--- src/rtl/bridge.sv ---
// bridge: system bridge between the CPU data port and memory-mapped peripherals
// (timer/counter, 32-bit input port, 32-bit output port).
//
// The address is split into a high field, a device ID and an in-device offset.
// A device is selected only when the high field is zero and the ID matches.
// Read data is muxed back from the selected device; write data and offset are
// broadcast to all devices; write strobes are gated per device.
//
// Ports:
//   clk, reset            system clock (rising edge), synchronous active-high reset
//   PrAddr, PrWD, Wen     CPU byte address, write data, write request
//   PrRD                  read data returned to the CPU (0 when unmapped)
//   DevAddr, DevWD        in-device offset and write data to all devices
//   DevWr                 per-device write strobe {OUT32, IN32, TC}
//   DevRDTC/IN32/OUT32    read data from each device
//   BusErr, ErrAddr       sticky unmapped-write flag and address of the first one
module bridge #(
    parameter int unsigned          DEV_ADDR_WD = 4,
    parameter int unsigned          DEV_ID_WD   = 4,
    parameter logic [DEV_ID_WD-1:0] DEV_TC      = 4'h1,
    parameter logic [DEV_ID_WD-1:0] DEV_IN32    = 4'h2,
    parameter logic [DEV_ID_WD-1:0] DEV_OUT32   = 4'h3
) (
    input  logic                   clk,
    input  logic                   reset,
    input  logic [31:0]            PrAddr,
    input  logic [31:0]            PrWD,
    input  logic                   Wen,
    output logic [31:0]            PrRD,
    output logic [DEV_ADDR_WD:1]   DevAddr,
    output logic [31:0]            DevWD,
    output logic [2:0]             DevWr,
    input  logic [31:0]            DevRDTC,
    input  logic [31:0]            DevRDIN32,
    input  logic [31:0]            DevRDOUT32,
    output logic                   BusErr,
    output logic [31:0]            ErrAddr
);

    localparam int unsigned HI_LSB = DEV_ADDR_WD + DEV_ID_WD;

    logic [DEV_ID_WD-1:0] id;
    logic                 hi_zero;
    logic                 hit_tc;
    logic                 hit_in32;
    logic                 hit_out32;
    logic                 any_hit;

    assign id        = PrAddr[HI_LSB-1:DEV_ADDR_WD];
    assign hi_zero   = (PrAddr[31:HI_LSB] == '0);
    assign hit_tc    = hi_zero && (id == DEV_TC);
    assign hit_in32  = hi_zero && (id == DEV_IN32);
    assign hit_out32 = hi_zero && (id == DEV_OUT32);
    assign any_hit   = hit_tc || hit_in32 || hit_out32;

    // Offset and write data are broadcast unconditionally; only the strobes
    // qualify which device acts, so the read data never feeds these outputs.
    assign DevAddr = PrAddr[DEV_ADDR_WD-1:0];
    assign DevWD   = PrWD;
    assign DevWr   = {Wen & hit_out32, Wen & hit_in32, Wen & hit_tc};

    always_comb begin
        PrRD = '0;
        if (hit_tc)
            PrRD = DevRDTC;
        else if (hit_in32)
            PrRD = DevRDIN32;
        else if (hit_out32)
            PrRD = DevRDOUT32;
    end

    // First unmapped write since reset wins; later ones are ignored while set.
    always_ff @(posedge clk) begin
        if (reset) begin
            BusErr  <= 1'b0;
            ErrAddr <= '0;
        end else if (Wen && !any_hit && !BusErr) begin
            BusErr  <= 1'b1;
            ErrAddr <= PrAddr;
        end
    end

endmodule

--- config.mk ---
export PLATFORM = sky130hd
export DESIGN_NAME = bridge
export DESIGN_NICKNAME = d
export VERILOG_FILES = /design/src/rtl/bridge.sv
export SDC_FILE = /design/constraint.sdc
export NUM_CORES = 1
export LEC_CHECK = 0
export ABC_AREA = 1
export CAP_MARGIN = 5
export CORE_AREA = 2 2 103 105
export CTS_CLUSTER_SIZE = 30
export DETAILED_ROUTE_END_ITERATION = 7
export DIE_AREA = 0 0 105 107
export HOLD_SLACK_MARGIN = 0.15
export PLACE_DENSITY = 0.87
export SETUP_SLACK_MARGIN = 0.2
export SLEW_MARGIN = 20
export SYNTH_ARGS = -nofsm -noshare
export SYNTH_HDL_FRONTEND = slang
export SYNTH_SLANG_ARGS = --single-unit
--- constraint.sdc ---
create_clock -name clk -period 4.41 [get_ports clk]
set_input_delay 0.882 -clock clk [delete_from_list [all_inputs] [get_ports clk]]
set_output_delay 0.882 -clock clk [all_outputs]
set_load 0.005 [all_outputs]
==> summary.md, run 1 <==
| Metric | Value |
|---|---|
| Status | completed |
| Dpl hpwl | approximately 7.7 mm |
| CTS clk-pin slew, worst paths | about 0.07 ns |
| Yosys top cell by area | dfxtp_1 |
| DRT Wirelength | about 10 mm |
| CTS Hold Bufs | 0 |
| VDD IR max | approximately 0.00012 V |
| Clk_skew | just over 0.009 ns |
| CTS Buf Count | 5 |
| Xor/xnor share of the synthesized area | 0% |
| Met1 GRT Util | between 10% and 20% |
| Max Clk Rate | 0.250 GHz |
| Min Tclk post-route | around 4.0 ns |
| Layout cell share with drive strength beyond 1 | ~3.1% |
| H-tree depth | 2 |
| Leading post-synthesis cells by cell area | dfxtp_1 (23%), nand3_1 (22%), buf_4 (9.7%) |
| GRT Total Usage | roughly 17% |
| Unrepaired setup endpoints after global routing | false |
| Largest net degree at the start of global routing | 68 |
| Worst Hold End | ErrAddr[18]$_SDFFE_PP0P_ |
| Max-Cap Viols | 0 |
| CP Launch Type | input port |
| First-pass GRT wire length | about 16 mm |
| Proportion of synthesized area in mux cells | 0% |
| Headroom to the max-slew limit | between 30 and 40% |
| Final setup fails | 0 |
| CTS Buffer Depth | 2 |
| Synth Cell Area | 0.00287 mm² |
| Period utilization | a little over 90% |
| Syn nets | between 600 and 700 |
| CP max FO | 67 |
| YS warnings | 0 |
| Most common cell in the netlist | nand3_1 |
| Drt drc | 0 |
| Grt peak-use layer | met2 |
| Initial core utilization | about 28% |
| Initial DRC count | approximately 170 |
| Worst hold path class | flop to flop |
| Mean number of vias per cell | between 4 and 5 |
| Chip Height | ~110 µm |
| Clock Sinks | 33 |
| Setup_tns | 0 ns |
| Largest family of logic cells by synthesized area | simple AND/OR/NAND/NOR gates |
| Area grow syn2layout | 68.4% |
| Reg2Reg Setup Slack | ~2.8 ns |
| Cells after DPL | 769 |
| Setup Fix Bufs, Post-CTS | 0 |
| Number of global-route vias before repair | 3,273 |
| Critical path required time | between 3 and 4 ns |
| Mapped Avg Cell Area | approximately 5.8 µm² |
| Post-synth top area share | between 20% and 30% |
| Compound-Gate Fraction of Synth Area | approximately 6% |
| Worst R2R Path Depth | 5 |
| HP Start | ErrAddr[18]$_SDFFE_PP0P_ |
| Post-Syn Instances | between 400 and 500 |
| Die area | around 0.011 mm² |
| Final nets | between 800 and 900 |
| Commonest cells post-synth | nand3_1 (128), nand2_1 (74), inv_1 (67), nor2_1 (54), buf_4 (37) |
| Synth Area in Adders | 0% |
| Register area share after synthesis | roughly 23% |
| Seq cells post-synth | 33 |
| Remaining antenna violation count after routing | 0 |
| WHS | about 0.48 ns |
| Ports | ~270 |
| Global-route track usage on met3 | just over 6% |
| GPL Wtd Cong | between 0.8 and 0.9 |
| FFs w/ async S/R, synth | 0% |
| Utilization after layout | around 48% |
| DR pass1 iterations | 4 |
| Critical setup path kind | input port to output port |
| WP data arrival | roughly 3.1 ns |
| Grt ovf | 0 |
| Post-synth EDFFs | 0 |
| Max Slew Vio Count | 0 |
| Worst reg2reg startpoint | BusErr$_SDFFE_PP0P_ |
| Post-route cell area | approximately 0.0048 mm² |
| Via Count | 3,521 |
| Synth Flop Type | dfxtp_1 |
| WHS Path Cells | 2 |
| Count of cell types in the netlist | 15 |
| Clock root buffer master | clkbuf_8 |
| Wire per inst | approximately 13 µm |
| Initial antenna violation count | 0 |
| Dpl ws | 0.327 ns |
| Cell row count | 37 |
| Met2 Usage GRT | roughly 30% |
| PortBufs | 202 |
| Worst-Margin Slew | approximately 1 ns |
| CTS tree | yes |
| Core Area | between 0.01 and 0.015 mm² |
| Worst skew pair latency | approximately 0.29 ns |
| Dpl cell area | between 0.004 and 0.005 mm² |
| Setup crit end kind | output port |
| Worst R2R End | ErrAddr[11]$_SDFFE_PP0P_ |
| Post-CTS sizing | 0 |
| Leakage power | 2.23 nW |
| Width of the die | between 100 and 150 µm |
| Final Power | just under 0.9 mW |
| Diodes inserted | 0 |
| Final Instance Count excl. Fillers | 777 |
| Fin worst setup slack | ~0.40 ns |
| Simple-Gate Fraction of Synth Area | 46.7% |
| Power density over cell area | around 180 mW/mm² |
| Final hold violation count | 0 |
[cell families after synthesis]
logic type,count (synthesis)
flip-flops,33
AND/OR/NAND/NOR,291
AO/OA/AOI/OAI,34
buffers and inverters,139
[registers in the layout, summed over array words and instances (netlist names)]
register  count
ErrAddr      32
BusErr        1
[report_power, final]
part	total [mW]	switching (mW)	internal, mW	leakage, nW
registers	0.334	0.0128	0.322	0.274
clock network	0.289	0.120	0.169	0.0543
logic	0.253	0.0834	0.169	1.91
total	0.876	0.216	0.660	2.23
[cell type report]
type | count | area, µm²
multi-input cells | 325 | 1540
fillers | 1021 | 5270
well taps | 136 | 170
clock buffers | 5 | 68.8
repair buffers | 208 | 2090
inverters | 67 | 251
flip-flops and latches | 33 | 661
clock inverters | 3 | 46.3
[cell usage in the layout, fill, tap and decap left out]
cell type	count
or2_0	32
nor2_2	2
clkbuf_8	5
clkinvlp_4	1
nor2_4	2
o21ai_0	1
clkdlybuf4s50_1	202
nand4_1	1
nor2_1	51
buf_12	2
dfxtp_1	33
inv_1	67
buf_4	4
bufinv_16	1
nand3_1	128
clkinv_4	1
a21oi_1	33
nor4_2	1
nand2_2	1
nand2_1	73
[critical path: stages]
cell	delay, ns
clkdlybuf4s50_1	0.42
nor2_1	0.10
nand2_1	0.09
nor2_1	0.23
nand2_1	0.13
nor2_4	0.13
buf_12	0.26
nand3_1	0.12
nand3_1	0.11
nand2_1	0.06
inv_1	0.05
clkdlybuf4s50_1	0.50
[layer usage]
metal  up-vias  wire [µm]  part of all wire, %
met2       159       4910                   50
li1       1807          -                    -
met3        18        860                  8.8
met5         -          0                    0
met1      1537       3900                   40
met4         0        159                  1.6
[worst max path at each step]
stage,from,end,slack [ns],cells past startpoint
after floorplan,PrAddr[10],PrRD[0],1.60,11
final,PrAddr[10],PrRD[26],0.40,12
after detailed placement,PrAddr[4],PrRD[14],0.33,9
after global routing,PrAddr[10],PrRD[26],0.25,12
after CTS,PrAddr[4],PrRD[14],0.33,9
after global placement,PrAddr[4],PrRD[29],0.31,9
(Power assumes the default switching activity.)
==> run 2: changes to the inputs <==
==> constraint.sdc (replaced) <==
create_clock -name clk -period 4.41 [get_ports clk]
set_input_delay 1.1025 -clock clk [delete_from_list [all_inputs] [get_ports clk]]
set_output_delay 1.1025 -clock clk [all_outputs]
set_load 0.005 [all_outputs]
==> summary.md, run 2 (synthesis results as in run 1) <==
| Metric | Value |
|---|---|
| Core Area | 0.0101 mm² (unchanged) |
| Final hold violation count | 0 (unchanged) |
| Internal | 0.677 mW (+2.6%) |
| Critical path required time | 3.31 ns (-0.22 ns) |
| Area grow syn2layout | 89.9% |
| Clk_skew | 0.00548 ns (-0.00365 ns) |
| FF+latch area | 661 µm² (unchanged) |
| Dpl ws | -0.139 ns (-0.466 ns) |
| Drt drc | 0 (unchanged) |
| DR pass1 iterations | 5 (+1) |
| Period utilization | 98.5% (+7.6 points) |
| Leakage power | 3.08 nW (+38%) |
| Initial DRC count | 186 (+11%) |
| Clock power frac | 33.9% (+0.9 points) |
| Status | completed |
| Worst-Margin Slew | 0.975 ns (-0.00732 ns) |
| First-pass GRT wire length | 15.7 mm (+0.79%) |
| NetSw | 0.222 mW (+2.8%) |
| Max Slew Vio Count | 0 (unchanged) |
| Commonest non-fill, non-tap cell in the layout | clkdlybuf4s50_1 |
| DRT Wirelength | 12.3 mm (+25%) |
| Setup_tns | 0 ns (unchanged) |
| Utilization after layout | 53.9% (+6.1 points) |
| Dpl hpwl | 7.84 mm (+2.4%) |
| H-tree depth | 2 (unchanged) |
| Comb power frac | 28.9% (about the same) |
| Fin worst setup slack | 0.0683 ns (-0.334 ns) |
| Via Count | 3,803 (+8.0%) |
| CP Launch Type | input port |
| Register share of total power | 37.2% (-1.0 points) |
| Multi-input gate area | 0.00158 mm² (+2.9%) |
| Setup crit end kind | output port |
| Number of global-route vias before repair | 3,199 (-2.3%) |
| Largest net degree at the start of global routing | 68 (unchanged) |
| CP max FO | 7 (-90%) |
| Final Power | 0.899 mW (+2.6%) |
| CTS Hold Bufs | 0 (unchanged) |
| Switching Fraction | 24.7% (+0.042 points) |
| Worst hold path class | flop to flop |
| Grt ovf | 0 (unchanged) |
| Diodes inserted | 0 (unchanged) |
| Max Clk Rate | 0.230 GHz (-7.7%) |
| Initial core utilization | 28.4% (unchanged) |
| Final setup fails | 0 (unchanged) |
| Worst skew pair latency | 0.28 ns (about the same) |
| Layout cell share with drive strength beyond 1 | 9.04% (+5.9 points) |
| Critical setup path kind | input port to output port |
| Remaining antenna violation count after routing | 0 (unchanged) |
| Min Tclk post-route | 4.34 ns (+0.334 ns) |
| VDD IR max | 0.000120 V (+1.9%) |
| CTS Buffer Depth | 2 (unchanged) |
| Width of the die | 105 µm (unchanged) |
| Clock Sinks | 33 (unchanged) |
| Initial antenna violation count | 0 (unchanged) |
| WHS | 0.481 ns (+0.00192 ns) |
| Unrepaired setup endpoints after global routing | true |
| Fill cell count | 972 (-4.8%) |
| PortBufs | 202 (unchanged) |
| Most frequent cells in the layout | clkdlybuf4s50_1 (165), nand3_1 (128), nand2_1 (70) |
| GRT Total Usage | 16.8% (+0.094 points) |
| Mean number of vias per cell | 4.69 (+3.5%) |
| Max reg flops | 32 (unchanged) |
| CTS clk-pin slew, worst paths | 0.07 ns (about the same) |
| Largest regs | ErrAddr (32), BusErr (1) |
| Max-Cap Viols | 0 (unchanged) |
| Headroom to the max-slew limit | 34.9% (+0.49 points) |
| Clock root buffer master | clkbuf_8 |
| Die area | 0.0112 mm² (unchanged) |
| Wire per inst | 15.2 µm (+20%) |
| GPL Wtd Cong | 0.817 (-0.51%) |
| CTS Buf Count | 5 (unchanged) |
| Chip Height | 107 µm (unchanged) |
| Power density over cell area | 165 mW/mm² (-9.0%) |
| Final nets | 837 (+4.2%) |
| Biggest register | ErrAddr |
| WP data arrival | 3.24 ns (+0.11 ns) |
| Cell row count | 37 (unchanged) |
| CTS tree | yes |
| Ports | 267 (unchanged) |
## run 2: final timing paths
check	end	cells after the start	slack [ns]	start
worst max-delay path	PrRD[2]	13	0.07	PrAddr[9]
worst min-delay path	ErrAddr[14]$_SDFFE_PP0P_	2	0.48	ErrAddr[14]$_SDFFE_PP0P_
worst max register to register	ErrAddr[8]$_SDFFE_PP0P_	5	2.81	BusErr$_SDFFE_PP0P_
worst min register to register	ErrAddr[14]$_SDFFE_PP0P_	2	0.48	ErrAddr[14]$_SDFFE_PP0P_
## run 2: critical path, cell delays in order
cell and delay, ns:
clkdlybuf4s50_1 0.42, nor2_1 0.14, nand2_2 0.10, nor2_4 0.10
nand2_2 0.07, nor2_4 0.12, buf_12 0.14, nand2_8 0.09
clkbuf_16 0.19, or2_0 0.21, nand2_1 0.07, inv_1 0.03
clkdlybuf4s50_1 0.45
## run 2: power by group through the flow
| stage | clock network (mW) | logic, mW | registers, mW |
|---|---|---|---|
| after floorplan | 0 | 0.0928 | 0.342 |
| after global placement | 0 | 0.254 | 0.340 |
| after detailed placement | 0 | 0.258 | 0.341 |
| after CTS | 0.315 | 0.260 | 0.334 |
| after global routing | 0.328 | 0.281 | 0.337 |
| final | 0.305 | 0.260 | 0.334 |
## run 2: layout make-up
class,instances,share of cell area (%)
Tap cell,136,3.13
Inverter,67,4.62
Clock inverter,2,0.689
Multi-Input combinational cell,325,29.1
Sequential cell,33,12.1
Clock buffer,6,1.52
Timing Repair Buffer,242,48.9
## run 2: metrics by stage
step / std cells / cell area [µm²]
after CTS: 781 / 4900
after global placement: 773 / 4760
after global routing: 811 / 5440
after detailed placement: 773 / 4760
after floorplan: 497 / 2870
final: 811 / 5440
## run 2: metal layers
layer / up-vias / global-route usage, % / share of wire (%)
li1: 1879 / - / -
met1: 1696 / 19.7 / 39
met2: 202 / 30.5 / 51
met3: 26 / 4.68 / 7.9
met4: 0 / 3.71 / 2.2
met5: - / 0 / 0
## run 2: timing repair
action / 4_1_cts / 5_1_grt
pin swaps: 0 / 11
endpoints found under the setup margin: 35 / 35
gates resized for setup: 3 / 53
setup buffers: 0 / 18
gates cloned: 0 / 12
==> run 3: changes to the inputs <==
--- a/config.mk
+++ b/config.mk
@@ -11,6 +11,7 @@
 export CTS_CLUSTER_SIZE = 30
 export DETAILED_ROUTE_END_ITERATION = 7
 export DIE_AREA = 0 0 105 107
+export GPL_TIMING_DRIVEN = 0
 export HOLD_SLACK_MARGIN = 0.15
 export PLACE_DENSITY = 0.87
 export SETUP_SLACK_MARGIN = 0.2
==> constraint.sdc (replaced) <==
create_clock -name clk -period 4.6 [get_ports clk]
set_input_delay 1.15 -clock clk [delete_from_list [all_inputs] [get_ports clk]]
set_output_delay 1.15 -clock clk [all_outputs]
set_load 0.005 [all_outputs]
==> summary.md, run 3 (synthesis results as in run 1) <==
| Metric | Value |
|---|---|
| Internal | 0.689 mW (+1.8%) |
| WHS | 0.482 ns (+0.00146 ns) |
| Core Area | 0.0101 mm² (unchanged) |
| Die area | 0.0112 mm² (unchanged) |
| GPL Wtd Cong | 0.813 (-0.49%) |
| Ports | 267 (unchanged) |
| GRT Total Usage | 19.6% (+2.8 points) |
| Final Instance Count excl. Fillers | 882 (+8.8%) |
| CTS clk-pin slew, worst paths | 0.07 ns (about the same) |
| NetSw | 0.221 mW (-0.51%) |
| DRT Wirelength | 12.0 mm (-2.7%) |
| CP Launch Type | input port |
| CTS Buf Count | 5 (unchanged) |
| CTS Buffer Depth | 2 (unchanged) |
| Width of the die | 105 µm (unchanged) |
| Wire per inst | 13.6 µm (-11%) |
| Max Clk Rate | roughly 0.23 GHz |
| Dpl hpwl | 9.66 mm (+23%) |
| DR pass1 iterations | 4 (-1) |
| Unrepaired setup endpoints after global routing | true |
| Area grow syn2layout | 100% |
| Register share of total power | 35.2% (-2.0 points) |
| Met1 GRT Util | 22.4% (+2.7 points) |
| Leakage power | 3.06 nW (-0.49%) |
| Grt ovf | 0 (unchanged) |
| Worst-Margin Slew | 0.581 ns (-0.395 ns) |
| Max reg flops | 32 (unchanged) |
| Buf+Inv Stages, Crit Path | 6 (+1) |
| Commonest non-fill, non-tap cell in the layout | clkdlybuf4s50_1 |
| Switching Fraction | 24.3% (-0.43 points) |
| Status | completed |
| Biggest register | ErrAddr |
| Clock power frac | 31.8% (-2.1 points) |
| Headroom to the max-slew limit | 61.2% (+26 points) |
| Max Slew Vio Count | 0 (unchanged) |
| Largest regs | ErrAddr (32), BusErr (1) |
| CP cell instances | clkdlybuf4s50_1 > inv_1 > nor4_2 > nand2_4 > buf_4 > clkbuf_16 > or2_0 > nand2_1 > inv_1 > clkdlybuf4s50_1 |
| Met2 Usage GRT | 36.0% (+5.6 points) |
| Critical path required time | 3.45 ns (+0.14 ns) |
| Initial DRC count | 190 (+2.2%) |
| CTS tree | yes |
| Power density over cell area | 159 mW/mm² (-3.9%) |
| CTS Hold Bufs | 0 (unchanged) |
| Diodes inserted | 0 (unchanged) |
| Comb power frac | 33.0% (+4.1 points) |
| Fin worst setup slack | 0.186 ns (+0.117 ns) |
| Final setup fails | 0 (unchanged) |
| Final nets | 908 (+8.5%) |
| Max-Cap Viols | 0 (unchanged) |
| VDD IR max | 0.000121 V (+0.70%) |
| Initial antenna violation count | 0 (unchanged) |
| Peak per-stage delay on the critical path | 0.53 ns (+0.08 ns) |
| First-pass GRT wire length | 18.0 mm (+14%) |
| WP data arrival | 3.26 ns (+0.02 ns) |
| Dpl ws | -0.126 ns (+0.0130 ns) |
| Most frequent cells in the layout | clkdlybuf4s50_1 (201), nand3_1 (128), nand2_1 (72) |
| Number of global-route vias before repair | 3,754 (+17%) |
| Final hold violation count | 0 (unchanged) |
| Min Tclk post-route | 4.41 ns |
| Largest net degree at the start of global routing | 12 (-82%) |
| Clock Sinks | 33 (unchanged) |
| Setup crit end kind | output port |
| Drt drc | 0 (unchanged) |
| Cells after DPL | 867 (+12%) |
| Clock root buffer master | clkbuf_8 |
| PortBufs | 234 (+16%) |
| Clk_skew | 0.00674 ns (+0.00126 ns) |
| Period utilization | ~96% |
| Mean number of vias per cell | 4.54 (-3.2%) |
| Worst hold path class | flop to flop |
| CP max FO | 5 (-2) |
| Remaining antenna violation count after routing | 0 (unchanged) |
| Cell row count | 37 (unchanged) |
| Grt peak-use layer | met2 |
| Chip Height | 107 µm (unchanged) |
| Layout cell share with drive strength beyond 1 | 11.4% (+2.4 points) |
| CP top delay family | buffers and inverters |
| Worst skew pair latency | 0.28 ns (about the same) |
| Via Count | 4,004 (+5.3%) |
| Initial core utilization | 28.4% (unchanged) |
| Global-route track usage on met3 | 5.78% (+1.1 points) |
| Critical setup path kind | input port to output port |
| H-tree depth | 2 (unchanged) |
| Slowest cell on crit path | clkdlybuf4s50_1 |
| Final Power | 0.910 mW (+1.3%) |
run 3: per-layer routing:
metal,vias up,routed length [µm],part of all wire [%]
met4,0,165,1.4
met3,15,967,8.1
met1,1782,4740,40
met2,179,6080,51
li1,2028,-,-
met5,-,0,0
run 3: power by group through the flow:
stage,registers (mW),clock network (mW),logic (mW)
after floorplan,0.328,0,0.0890
final,0.320,0.290,0.300
after detailed placement,0.327,0,0.299
after CTS,0.320,0.294,0.301
after global routing,0.323,0.306,0.325
after global placement,0.326,0,0.295
run 3: layout make-up:
| class | instances | area, µm² |
|---|---|---|
| buffer | 72 | 522 |
| sequential | 33 | 661 |
| timing repair buffer | 241 | 2460 |
| clock inverter | 2 | 37.5 |
| inverter | 67 | 251 |
| multi-input combinational | 325 | 1550 |
| clock buffer | 6 | 82.6 |
| tap | 136 | 170 |
| fill | 997 | 4360 |
run 3: worst min-delay path, stage by stage, from the launching register on:
cell	delay, ns
dfxtp_1	0.33
a21oi_1	0.04
nor2_1	0.08
run 3: final timing paths:
path                             from                       end  slack (ns)  cells past startpoint
max                         PrAddr[4]                  PrRD[31]        0.19                     10
min          ErrAddr[18]$_SDFFE_PP0P_  ErrAddr[18]$_SDFFE_PP0P_        0.48                      2
max reg2reg       BusErr$_SDFFE_PP0P_   ErrAddr[1]$_SDFFE_PP0P_        2.99                      5
min reg2reg  ErrAddr[18]$_SDFFE_PP0P_  ErrAddr[18]$_SDFFE_PP0P_        0.48                      2
run 3: what timing repair did:
| item | 4_1_cts | 5_1_grt |
|---|---|---|
| endpoints found under the setup margin | 35 | 32 |
| buffers inserted | 3 | 3 |
| gates cloned | 0 | 1 |
| pin swaps | 2 | 13 |
| gates resized for setup | 41 | 42 |
run 3: per-stage QoR:
stage          utilization [%]  TNS (ns)  area [µm²]
2_1_floorplan                -         0        2870
3_3_place_gp              53.3     -2.45        5380
3_5_place_dp              53.3     -2.98        5380
4_1_cts                   55.3         0        5590
5_1_grt                   56.8         0        5730
6_report                  56.8         0        5730
